===== config.mk =====
export PLATFORM = sky130hd
export DESIGN_NAME = hdr_ctrl
export DESIGN_NICKNAME = d
export VERILOG_FILES = /design/src/rtl/hdr_ctrl.sv
export SDC_FILE = /design/constraint.sdc
export NUM_CORES = 1
export LEC_CHECK = 0
export BUFFER_PORTS_ARGS = -buffer_cell sky130_fd_sc_hd__buf_2
export CORE_MARGIN = 2
export CORE_UTILIZATION = 23
export CTS_CLUSTER_SIZE = 24
export DETAILED_ROUTE_END_ITERATION = 16
export PLACE_DENSITY_LB_ADDON = 0.25
export SYNTH_ARGS = -nofsm -noshare
export SYNTH_HDL_FRONTEND = slang
export SYNTH_SLANG_ARGS = --single-unit
export TNS_END_PERCENT = 1

===== constraint.sdc =====
create_clock -name clk -period 3.1 [get_ports clk]
set_input_delay 0.155 -clock clk [delete_from_list [all_inputs] [get_ports clk]]
set_output_delay 0.155 -clock clk [all_outputs]
set_load 0.01 [all_outputs]

===== src/rtl/hdr_ctrl.sv =====
// HDR frame controller: fetches three exposures per pixel, runs the HDR core, writes the result.
// Optional HDR core watchdog enabled by defining HDR_CTRL_TIMEOUT_EN.
module hdr_ctrl #(
  parameter int H_RES  = 640,
  parameter int V_RES  = 480,
  parameter int ADDR_W = 19
) (
  input  logic              clk,
  input  logic              rst_n,
  input  logic              frame_start,
  input  logic              abort,
  output logic              rd_req,
  output logic [1:0]        rd_exp,
  output logic [ADDR_W-1:0] rd_addr,
  input  logic              rd_ack,
  input  logic [15:0]       rd_data,
  output logic [15:0]       pix_high,
  output logic [15:0]       pix_mid,
  output logic [15:0]       pix_low,
  output logic              hdr_start,
  input  logic              hdr_done,
  input  logic [23:0]       hdr_le,
  output logic              wr_valid,
  output logic [ADDR_W-1:0] wr_addr,
  output logic [23:0]       wr_data,
  input  logic              wr_ready,
  output logic              busy,
  output logic              frame_done,
  output logic              err
);

  localparam logic [ADDR_W-1:0] LAST = ADDR_W'(H_RES * V_RES - 1);

  typedef enum logic [2:0] {IDLE, RD_H, RD_M, RD_L, START, WAIT, WRITE} state_t;

  state_t            state, state_nx;
  logic [ADDR_W-1:0] addr, addr_nx;
  logic              cap_h, cap_m, cap_l, cap_w;
  logic              done_nx, err_nx;

`ifdef HDR_CTRL_TIMEOUT_EN
  logic [3:0] cnt;
`endif

  always_comb begin
    state_nx = state;
    addr_nx  = addr;
    cap_h    = 1'b0;
    cap_m    = 1'b0;
    cap_l    = 1'b0;
    cap_w    = 1'b0;
    done_nx  = 1'b0;
    err_nx   = err;
    case (state)
      // A start arriving alongside the frame_done pulse is deliberately dropped.
      IDLE: if (frame_start && !frame_done) begin
        addr_nx  = '0;
        state_nx = RD_H;
      end
      RD_H: if (rd_ack) begin
        cap_h    = 1'b1;
        state_nx = RD_M;
      end
      RD_M: if (rd_ack) begin
        cap_m    = 1'b1;
        state_nx = RD_L;
      end
      RD_L: if (rd_ack) begin
        cap_l    = 1'b1;
        state_nx = START;
      end
      START: state_nx = WAIT;
      WAIT: begin
        if (hdr_done) begin
          cap_w    = 1'b1;
          state_nx = WRITE;
        end
`ifdef HDR_CTRL_TIMEOUT_EN
        else if (cnt == 4'd14) begin
          err_nx   = 1'b1;
          state_nx = IDLE;
        end
`endif
      end
      WRITE: if (wr_ready) begin
        if (addr == LAST) begin
          done_nx  = 1'b1;
          addr_nx  = '0;
          state_nx = IDLE;
        end else begin
          addr_nx  = addr + ADDR_W'(1);
          state_nx = RD_H;
        end
      end
      default: state_nx = IDLE;
    endcase
    // Abort overrides every handshake decided above.
    if (abort && state != IDLE) begin
      state_nx = IDLE;
      addr_nx  = addr;
      cap_h    = 1'b0;
      cap_m    = 1'b0;
      cap_l    = 1'b0;
      cap_w    = 1'b0;
      done_nx  = 1'b0;
      err_nx   = err;
    end
  end

  // Outputs are registered from the next state so they line up with the state they describe.
  always_ff @(posedge clk or negedge rst_n) begin
    if (!rst_n) begin
      state      <= IDLE;
      addr       <= '0;
      rd_req     <= 1'b0;
      rd_exp     <= 2'd0;
      rd_addr    <= '0;
      pix_high   <= '0;
      pix_mid    <= '0;
      pix_low    <= '0;
      hdr_start  <= 1'b0;
      wr_valid   <= 1'b0;
      wr_addr    <= '0;
      wr_data    <= '0;
      busy       <= 1'b0;
      frame_done <= 1'b0;
      err        <= 1'b0;
    end else begin
      state      <= state_nx;
      addr       <= addr_nx;
      rd_req     <= (state_nx == RD_H) || (state_nx == RD_M) || (state_nx == RD_L);
      rd_exp     <= (state_nx == RD_M) ? 2'd1 : (state_nx == RD_L) ? 2'd2 : 2'd0;
      rd_addr    <= addr_nx;
      hdr_start  <= (state_nx == START);
      wr_valid   <= (state_nx == WRITE);
      busy       <= (state_nx != IDLE);
      frame_done <= done_nx;
      err        <= err_nx;
      if (cap_h) pix_high <= rd_data;
      if (cap_m) pix_mid  <= rd_data;
      if (cap_l) pix_low  <= rd_data;
      if (cap_w) begin
        wr_data <= hdr_le;
        wr_addr <= addr;
      end
    end
  end

`ifdef HDR_CTRL_TIMEOUT_EN
  // cnt equals the number of cycles elapsed since hdr_start rose.
  always_ff @(posedge clk or negedge rst_n) begin
    if (!rst_n)
      cnt <= 4'd0;
    else if (state == START)
      cnt <= 4'd1;
    else if (state == WAIT)
      cnt <= cnt + 4'd1;
    else
      cnt <= 4'd0;
  end
`endif

endmodule


Word-level counts from Yosys, hierarchy flattened
Cells that the tools add are included.
Cells by class
  $lt $le $gt $ge: 0
  equality and inequality tests: 14
  multiply operators: 0
  div/mod/pow operators: 0
  shifts and indexed selects: 0
  $add $sub $neg: 1
  mux-type cells: 29
  bitwise operators: 1
  reductions and logical operators: 10
Operators with widths (number)
  19-bit 2-to-1 mux: 3
  19-bit case mux with 2 select lines: 1
  3-bit 2-to-1 mux: 7
  3-bit case mux with 7 select lines: 1
  19-bit by 1-bit adder with 19-bit output, second input constant: 1
  19-bit == test, second input constant: 1
  3-bit == test, second input constant: 5
  1-bit 2-to-1 mux: 15
  3-bit by 2-bit == test with 1-bit output, second input constant: 4
  3-bit by 1-bit == test with 1-bit output, second input constant: 2
  3-bit nonzero test: 2
  2-bit 2-to-1 mux: 2
  2-bit != test, second input constant: 2
  4-bit AND reduction: 1
  3-bit logical NOT: 1
  1-bit logical AND: 2
  1-bit logical OR: 2
  2-bit nonzero test: 1
  1-bit logical NOT: 1
  1-bit NOT: 1
Word-level totals
  bits in registers: 120
  bits in read-only memories: 0
  memories: 0
  bits in writable memories: 0
  latch bits: 0
  bits of input ports: 47

Logic depth before layout (Yosys ltp)
Gate-level depths: netlist of the first run.
  depth after elaboration: 8
  depth in mapped cells: 9
  mapped depth without buffers: 6

Worst setup path after synthesis of the first run
Ideal clock, no wire load.
  kind: register to register
  start: register, netlist name addr[0]
  end: register pix_low[10]
  cell stages (with the launch flop): 10
  data arrival time: 2.171 ns
  buffers on the path: 3
  setup time: 0.125 ns
  period minus slack after synthesis: 2.296 ns
  data required time: 2.975 ns
  slack: 0.804 ns
  cells stage by stage: dfrtp_1 > ha_1 > and3_1 > and4_1 > clkbuf_1 > a21bo_1 > buf_4 > nand4_4 > buf_6 > mux2_4
RTL lines
  end signal: assignment: RTL line 141  | if (cap_l) pix_low <= rd_data;
  end: declaration: RTL line 19  | output logic [15:0] pix_low,

Worst setup path after layout of the first run
  start: register state[2]
  end: register pix_low[3]
On the way
  cells in the longest elaborated chain, start to end: 3
  elaborated cells on any way between the ends: 5
  classes of those cells: eq/ne: 1; mux: 2; reduce/logical: 2
RTL lines
  start: declaration: RTL line 36  | state_t state, state_nx;
  start signal: assignment: RTL line 129  | state <= state_nx;
  3-bit by 2-bit == test with 1-bit output / 3-bit nonzero test (equally long branches): RTL line 54, 98
  1-bit 2-to-1 mux / 1-bit logical AND (equally long branches): RTL line 54, 98
  1-bit 2-to-1 mux *: RTL line 98  | if (abort && state != IDLE) begin
Every way passes the cells marked *; elsewhere a longest branch is shown, timed or not.
A chain may end at the register's enable or synchronous reset.

==> out/results.tsv, run 1 <==
stage	metric	value	unit
status	status	complete, no violations	
detailed_routing	drcViolationCount	0	
floorplanning	core	21600	um2
timing	min_period_over_period	0.773	
pwr	cell_internal_pwr	4210	uW
setup_path	ff2ff_setup_slack	0.71	ns
floorplanning	die-width	152	um
detailed_routing	num_vias	3777	
final_layout	n_fill_cell	2167	
synth	async_reset_ff_frac	1.00	
floorplanning	dieHeight	152	um
cts	post-cts-setup-buffers	0	
floorplanning	rows	54	
setup_path	cp.arrival	2.68	ns
placed_design	gp_congestion	0.817	
synth	synth_top_family_by_area	multiplexers	
detailed_routing	vias_per_cell	4.33	
timing	setup_viol	0	
final_layout	stdcell_count	873	
detailed_routing	drtIter0Drc	114	
placed_design	dp_cells	804	
timing	setup_tns	0	ns
synth	synth_warnings	0	
setup_path	required	3.39	ns
timing	slew_headroom	0.430	
final_layout	antenna_cells	0	
detailed_routing	dr.pass1.iters	4	
final_layout	post-route-util	0.334	
detailed_routing	wl_per_cell	15.1	um
setup_path	worst_r2r_path_depth	5	
pwr	p_comb_frac	0.247	
pwr	p_switching	1680	uW
timing	worst_pin_slew	0.855	ns
pwr	power.share.switching	0.286	
synth	synth-compound-area-share	0.0740	
synth	yosys.area_share.simple	0.0895	
global_routing	grtUsageTotal	0.118	
timing	rsz0062_at_grt	false	
cts	clock_insertion_delay_worst_skew	0.41	ns
detailed_routing	wl_met3	925	um
synth	synthCells	370	
synth	synth_edf_count	0	
synth	synth_nets	418	
pwr	p_leak	0.00368	uW
setup_path	crit_fanout	17	
pwr	p_clk_frac	0.376	
timing	timing.final.crit_period	2.39	ns
timing	finalHoldViolCount	0	
pwr	power.density	816	nW/um2
final_layout	seqCellArea	3000	um2
pwr	vdd_drop_max	422	uV
pwr	seqPwrFrac	0.376	
timing	maxSlewViolCount	0	
detailed_routing	wl_met2	6.28	mm
cts	htreeDepth	4	
final_layout	area_delta_synth_final	43.8	%
synth	syn_avg_cell_area	13.6	um2
cts	cts_sinks	120	
placed_design	pre_cts_slack	0.685	ns
synth	yosysSeqAreaShare	0.598	
hold_path	hold_start	rd_data[4]	
global_routing	grt_pass1_wl	20.9	mm
synth	synthAdderAreaFrac	0.00249	
synth	synth_cell_types	45	
setup_path	rr_endpoint	pix_low[3]$_DFFE_PN0P_	
placed_design	portBuffers	163	
global_routing	overflow	0	
cts	clk_pin_slew	0.06	ns
floorplanning	pin_count	165	
final_layout	drive_gt1_frac	0.511	
synth	muxShareOfSynthArea	0.213	
cts	postCtsHoldBufs	37	
cts	cts_tree	done	
hold_path	min_path_type	input pin to register	
global_routing	grt_pass1_vias	3882	
global_routing	antenna_found_initial	1	
setup_path	endpoint_kind	register	
hold_path	hold_path_depth	2	
detailed_routing	met1_length	5.91	mm
synth	synthesis.area	5020	um2
synth	ys_ff_latch	120	
global_routing	grt_start_max_net_pins	46	
final_layout	final_common_cell	buf_2	
cts	cts.path.max_buffers	2	
cts	post_cts_resized	0	
final_layout	final_cell_mix	162 x buf_2, 120 x dfrtp_1, 82 x mux2_2	
synth	synth_xor_area_frac	0	
cts	numCtsBuffers	17	
synth	synth_ff_type	dfrtp_1	
detailed_routing	top_layer	met5	
timing	fmax	418	MHz
floorplanning	die-area	23000	um2
placed_design	dp_hpwl	9.27	mm
flow_run	drv_cap	0	
timing	finalWorstSetupSlack	0.705	ns
cts	root_buffer	clkbuf_16	
hold_path	holdPathEnd	pix_mid[4]$_DFFE_PN0P_	
final_layout	nets	628	
setup_path	crit_type	register to register	
setup_path	r2r_start	state[2]$_DFF_PN0_	
floorplanning	initial_core_util	0.232	
setup_path	startpoint_type	register	
detailed_routing	drt_wl_total	13.2	mm
final_layout	multi_input_area	1920	um2
detailed_routing	ant_nets	0	
timing	clock-skew-final	0.00991	ns
sequential cells by signal, summed over array words and instances (netlist names):
signal / cells
wr_valid: 1
pix_low: 16
state: 3
rd_exp: 2
pix_high: 16
pix_mid: 16
hdr_start: 1
wr_data: 24
wr_addr: 19
frame_done: 1
rd_req: 1
addr: 19
busy: 1
logic make-up after synthesis:
| kind of cell | after synthesis |
|---|---|
| flops | 120 |
| mux | 92 |
| simple gates | 73 |
| compound gates | 59 |
| buf+inv | 24 |
| fa+ha+maj | 1 |
| other cells | 1 |
cell usage after synthesis (all sizes together) (2+ instances only):
library cell	number	area, um2
o21ai	15	75.1
a31oi	9	56.3
nand4	4	40.0
clkbuf	10	37.5
mux2	91	1060
a21o	10	75.1
nor4	2	33.8
nand2b	4	25.0
nor2	5	18.8
and4	5	43.8
a21oi	14	70.1
nand2	19	71.3
nor3	7	35.0
a41oi	4	35.0
inv	5	18.8
and3b	2	17.5
and2	2	12.5
and3	5	31.3
nand3b	2	15.0
dfrtp	120	3000
nand3	6	30.0
or3	2	12.5
or2	2	12.5
buf	9	56.3
power groups by stage:
stage	Clock (uW)	Sequential, uW	Combinational (uW)
after floorplan	0	2380	669
after global placement	0	2220	1440
after detailed placement	0	2230	1450
after CTS	2290	2220	1480
after global routing	2380	2280	1590
final	2220	2220	1460
layer usage:
metal / vias up / GRT usage
li1: 1774 / -
met1: 1870 / 0.148
met2: 122 / 0.185
met3: 9 / 0.0461
met4: 2 / 0.0380
met5: - / 0
worst max-delay path by stage:
stage	slack, ns	start	to	cells past startpoint
final	0.71	state[2]$_DFF_PN0_	pix_low[3]$_DFFE_PN0P_	5
after CTS	0.67	addr[0]$_DFFE_PN0P_	pix_low[8]$_DFFE_PN0P_	6
after global routing	0.48	state[2]$_DFF_PN0_	pix_low[3]$_DFFE_PN0P_	5
after floorplan	0.80	addr[0]$_DFFE_PN0P_	pix_low[10]$_DFFE_PN0P_	9
after global placement	0.77	state[2]$_DFF_PN0_	pix_low[3]$_DFFE_PN0P_	5
after detailed placement	0.69	addr[0]$_DFFE_PN0P_	pix_low[13]$_DFFE_PN0P_	6
worst max-delay path: stages (launching register included):
cell and delay [ns]:
dfrtp_1 0.66, nand3b_1 0.29, nor3b_1 0.34, a21bo_1 0.29, nand4_4 0.30, mux2_2 0.38
metrics by stage:
step / hold slack, ns / area (um2) / total power [uW]
6_report: 0.0232 / 7220 / 5890
5_1_grt: 0.00628 / 7220 / 6250
4_1_cts: 0.000140 / 7220 / 6000
3_5_place_dp: 0.204 / 6180 / 3680
3_3_place_gp: 0.199 / 6180 / 3650
2_1_floorplan: -0.141 / 5020 / 3040
final cells by class:
cell class / instances / area share
flip-flops and latches: 120 / 0.416
clock inverters: 13 / 0.0298
multi-input cells: 226 / 0.265
clock buffers: 19 / 0.0627
repair buffers: 210 / 0.175
inverters: 5 / 0.00260
well taps: 280 / 0.0485
(Power assumes the default switching activity.)
==> inputs of run 2 (changes only) <==
==> constraint.sdc (replaced) <==
create_clock -name clk -period 2.4 [get_ports clk]
set_input_delay 0.12 -clock clk [delete_from_list [all_inputs] [get_ports clk]]
set_output_delay 0.12 -clock clk [all_outputs]
set_load 0.01 [all_outputs]
==> run 2 against run 1 <==
Net effect:
- sequential power increased by 29%
- die area unchanged
- global-route usage hardly changed
- design area up 0.94%
- first-iteration DRC count up 22%
- register-to-register slack worse by 0.46 ns
- clock skew is 0.0018 ns lower
- flip-flop and latch count stayed put
- combinational power increased by 32%
- non-clock buffer count increased by 11
- critical path depth increased by 1
==> out/results.tsv, run 2 (synthesis gave the netlist of run 1 again) <==
stage	metric	value	unit	change
status	status	complete, no violations		
final_layout	reg_top3	wr_data: 24 flops, addr: 19 flops, wr_addr: 19 flops		
detailed_routing	drt_wl_total	13.4	mm	+1.2%
final_layout	final_common_cell	buf_2		
detailed_routing	met1_length	5.91	mm	about the same
timing	timing.final.crit_period	2.15	ns	-0.240 ns
pwr	p_clk_frac	0.354		-0.022
cts	cts_sinks	120		unchanged
cts	clk_pin_slew	0.06	ns	about the same
timing	setup_viol	0		unchanged
pwr	cell_internal_pwr	5190	uW	+23%
floorplanning	dieHeight	152	um	unchanged
timing	finalHoldViolCount	0		unchanged
timing	min_period_over_period	0.898		+0.125
timing	setup_tns	0	ns	unchanged
cts	root_buffer	clkbuf_16		
final_layout	regMostFlops	wr_data		
global_routing	overflow	0		unchanged
floorplanning	die-width	152	um	unchanged
flow_run	drv_cap	0		unchanged
floorplanning	pin_count	165		unchanged
pwr	power.share.switching	0.298		+0.0125
global_routing	antenna_found_initial	1		unchanged
placed_design	dp_hpwl	9.33	mm	+0.69%
detailed_routing	wl_met3	1.03	mm	+12%
placed_design	dp_cells	811		+0.87%
floorplanning	die-area	23000	um2	unchanged
placed_design	pre_cts_slack	0.220	ns	-0.466 ns
setup_path	endpoint_kind	register		
cts	cts_tree	done		
detailed_routing	wl_per_cell	15.1	um	about the same
global_routing	grt_pass1_wl	20.4	mm	-2.5%
hold_path	min_path_type	input pin to register		
pwr	p_comb_frac	0.260		+0.013
pwr	power.density	1010	nW/um2	+24%
detailed_routing	drcViolationCount	0		unchanged
timing	fmax	464	MHz	+11%
detailed_routing	vias_per_cell	4.36		+0.74%
pwr	seqPwrFrac	0.386		+0.010
global_routing	grtUsageTotal	0.118		+0.000150
timing	slew_headroom	0.494		+0.0635
cts	cts.path.max_buffers	2		unchanged
final_layout	largest_reg_flops	24		unchanged
floorplanning	rows	54		unchanged
setup_path	critPathSlowestCell	dfrtp_1		
setup_path	cp.arrival	2.45	ns	-0.23 ns
setup_path	startpoint_type	register		
final_layout	nets	639		+1.8%
pwr	p_leak	0.00371	uW	+0.76%
timing	finalWorstSetupSlack	0.246	ns	-0.460 ns
cts	htreeDepth	4		unchanged
final_layout	final_cell_mix	162 x buf_2, 119 x dfrtp_1, 82 x mux2_2		
floorplanning	core	21600	um2	unchanged
detailed_routing	dr.pass1.iters	4		unchanged
detailed_routing	ant_nets	0		unchanged
timing	rsz0062_at_grt	false		
global_routing	grt_start_max_net_pins	58		+26%
cts	clock_insertion_delay_worst_skew	0.42	ns	about the same
final_layout	drive_gt1_frac	0.513		+0.00228
cts	numCtsBuffers	17		unchanged
setup_path	max_stage_delay	0.62	ns	-0.04 ns
setup_path	crit_type	register to register		
setup_path	crit_chain	nand3b_1, nor3b_1, a21bo_1, nand4_4, buf_12, mux2_2		
pwr	vdd_drop_max	489	uV	+16%
detailed_routing	num_vias	3853		+2.0%
timing	worst_pin_slew	0.760	ns	-0.0953 ns
final_layout	post-route-util	0.337		+0.00312
timing	maxSlewViolCount	0		unchanged
detailed_routing	top_layer	met5		
placed_design	gp_congestion	0.832		+1.8%
final_layout	area_delta_synth_final	45.1	%	
final_layout	stdcell_count	884		+1.3%
setup_path	crit_fanout	17		unchanged
floorplanning	initial_core_util	0.232		unchanged
final_layout	antenna_cells	0		unchanged
pwr	p_switching	2200	uW	+31%
placed_design	portBuffers	163		unchanged
detailed_routing	wl_met2	6.23	mm	-0.78%
detailed_routing	drtIter0Drc	139		+22%
setup_path	required	2.70	ns	-0.69 ns
timing	clock-skew-final	0.00810	ns	-0.00181 ns
global_routing	grt_pass1_vias	3775		-2.8%
## run 2: cell count changes in the layout (fill, tap and decap cells not counted), sizes merged
cell	previous run	this run
inv	8	7
dlygate4sd3	37	41
clkbuf	19	18
clkinv	4	6
clkinvlp	1	3
bufinv	5	3
buf	173	180
## run 2: final timing paths
path	from	to	slack, ns	cells after the start
worst max-delay path	state[1]$_DFF_PN0_	pix_low[3]$_DFFE_PN0P_	0.25	6
min in group asynchronous	rst_n	pix_high[5]$_DFFE_PN0P_	0.32	2
max in group asynchronous	rst_n	state[2]$_DFF_PN0_	1.41	3
worst max register to register	state[1]$_DFF_PN0_	pix_low[3]$_DFFE_PN0P_	0.25	6
worst min-delay path	wr_ready	state[0]$_DFF_PN0_	0.04	3
worst min register to register	wr_addr[8]$_DFFE_PN0P_	wr_addr[8]$_DFFE_PN0P_	0.50	1
## run 2: area by class of cell
| class | instances | area (um2) |
|---|---|---|
| inverter | 5 | 18.8 |
| multi-input combinational | 226 | 1920 |
| tap | 280 | 350 |
| clock inverter | 14 | 175 |
| sequential | 120 | 3000 |
| timing repair buffer | 221 | 1390 |
| clock buffer | 18 | 429 |
| fill | 2168 | 14300 |
## run 2: timing repair
| action | in CTS | in global routing |
|---|---|---|
| hold endpoints to repair | 127 | 0 |
| endpoints found under the setup margin | 0 | 2 |
| buffers inserted | 0 | 0 |
| hold buffers | 41 | 0 |
| gates resized for setup | 0 | 1 |
## run 2: layer usage
| metal | global-route usage | vias to the layer above |
|---|---|---|
| met3 | 0.0527 | 14 |
| met2 | 0.184 | 125 |
| met4 | 0.0431 | 2 |
| li1 | - | 1801 |
| met1 | 0.144 | 1911 |
| met5 | 0 | - |
## run 2: critical path, delay by kind of cell, from the launching register on
kind            cells  cell delay [ns]
flops               1             0.62
simple gates        3             0.58
mux                 1             0.34
compound gates      1             0.30
buf+inv             1             0.17
## run 2: power groups by stage
| stage | logic [uW] | registers (uW) | clock network (uW) |
|---|---|---|---|
| CTS | 1960 | 2860 | 2710 |
| global placement | 1870 | 2860 | 0 |
| detailed placement | 1910 | 2870 | 0 |
| global route | 2100 | 2930 | 2820 |
| finish | 1920 | 2860 | 2620 |
| floorplan | 864 | 3070 | 0 |
## run 2: stage by stage
step	power (uW)	hold WS [ns]	area (um2)
after floorplan	3930	-0.176	5020
after global placement	4730	0.227	6270
after detailed placement	4790	0.250	6270
after CTS	7520	0.0183	7290
after global routing	7850	0.0336	7290
final	7390	0.0377	7290
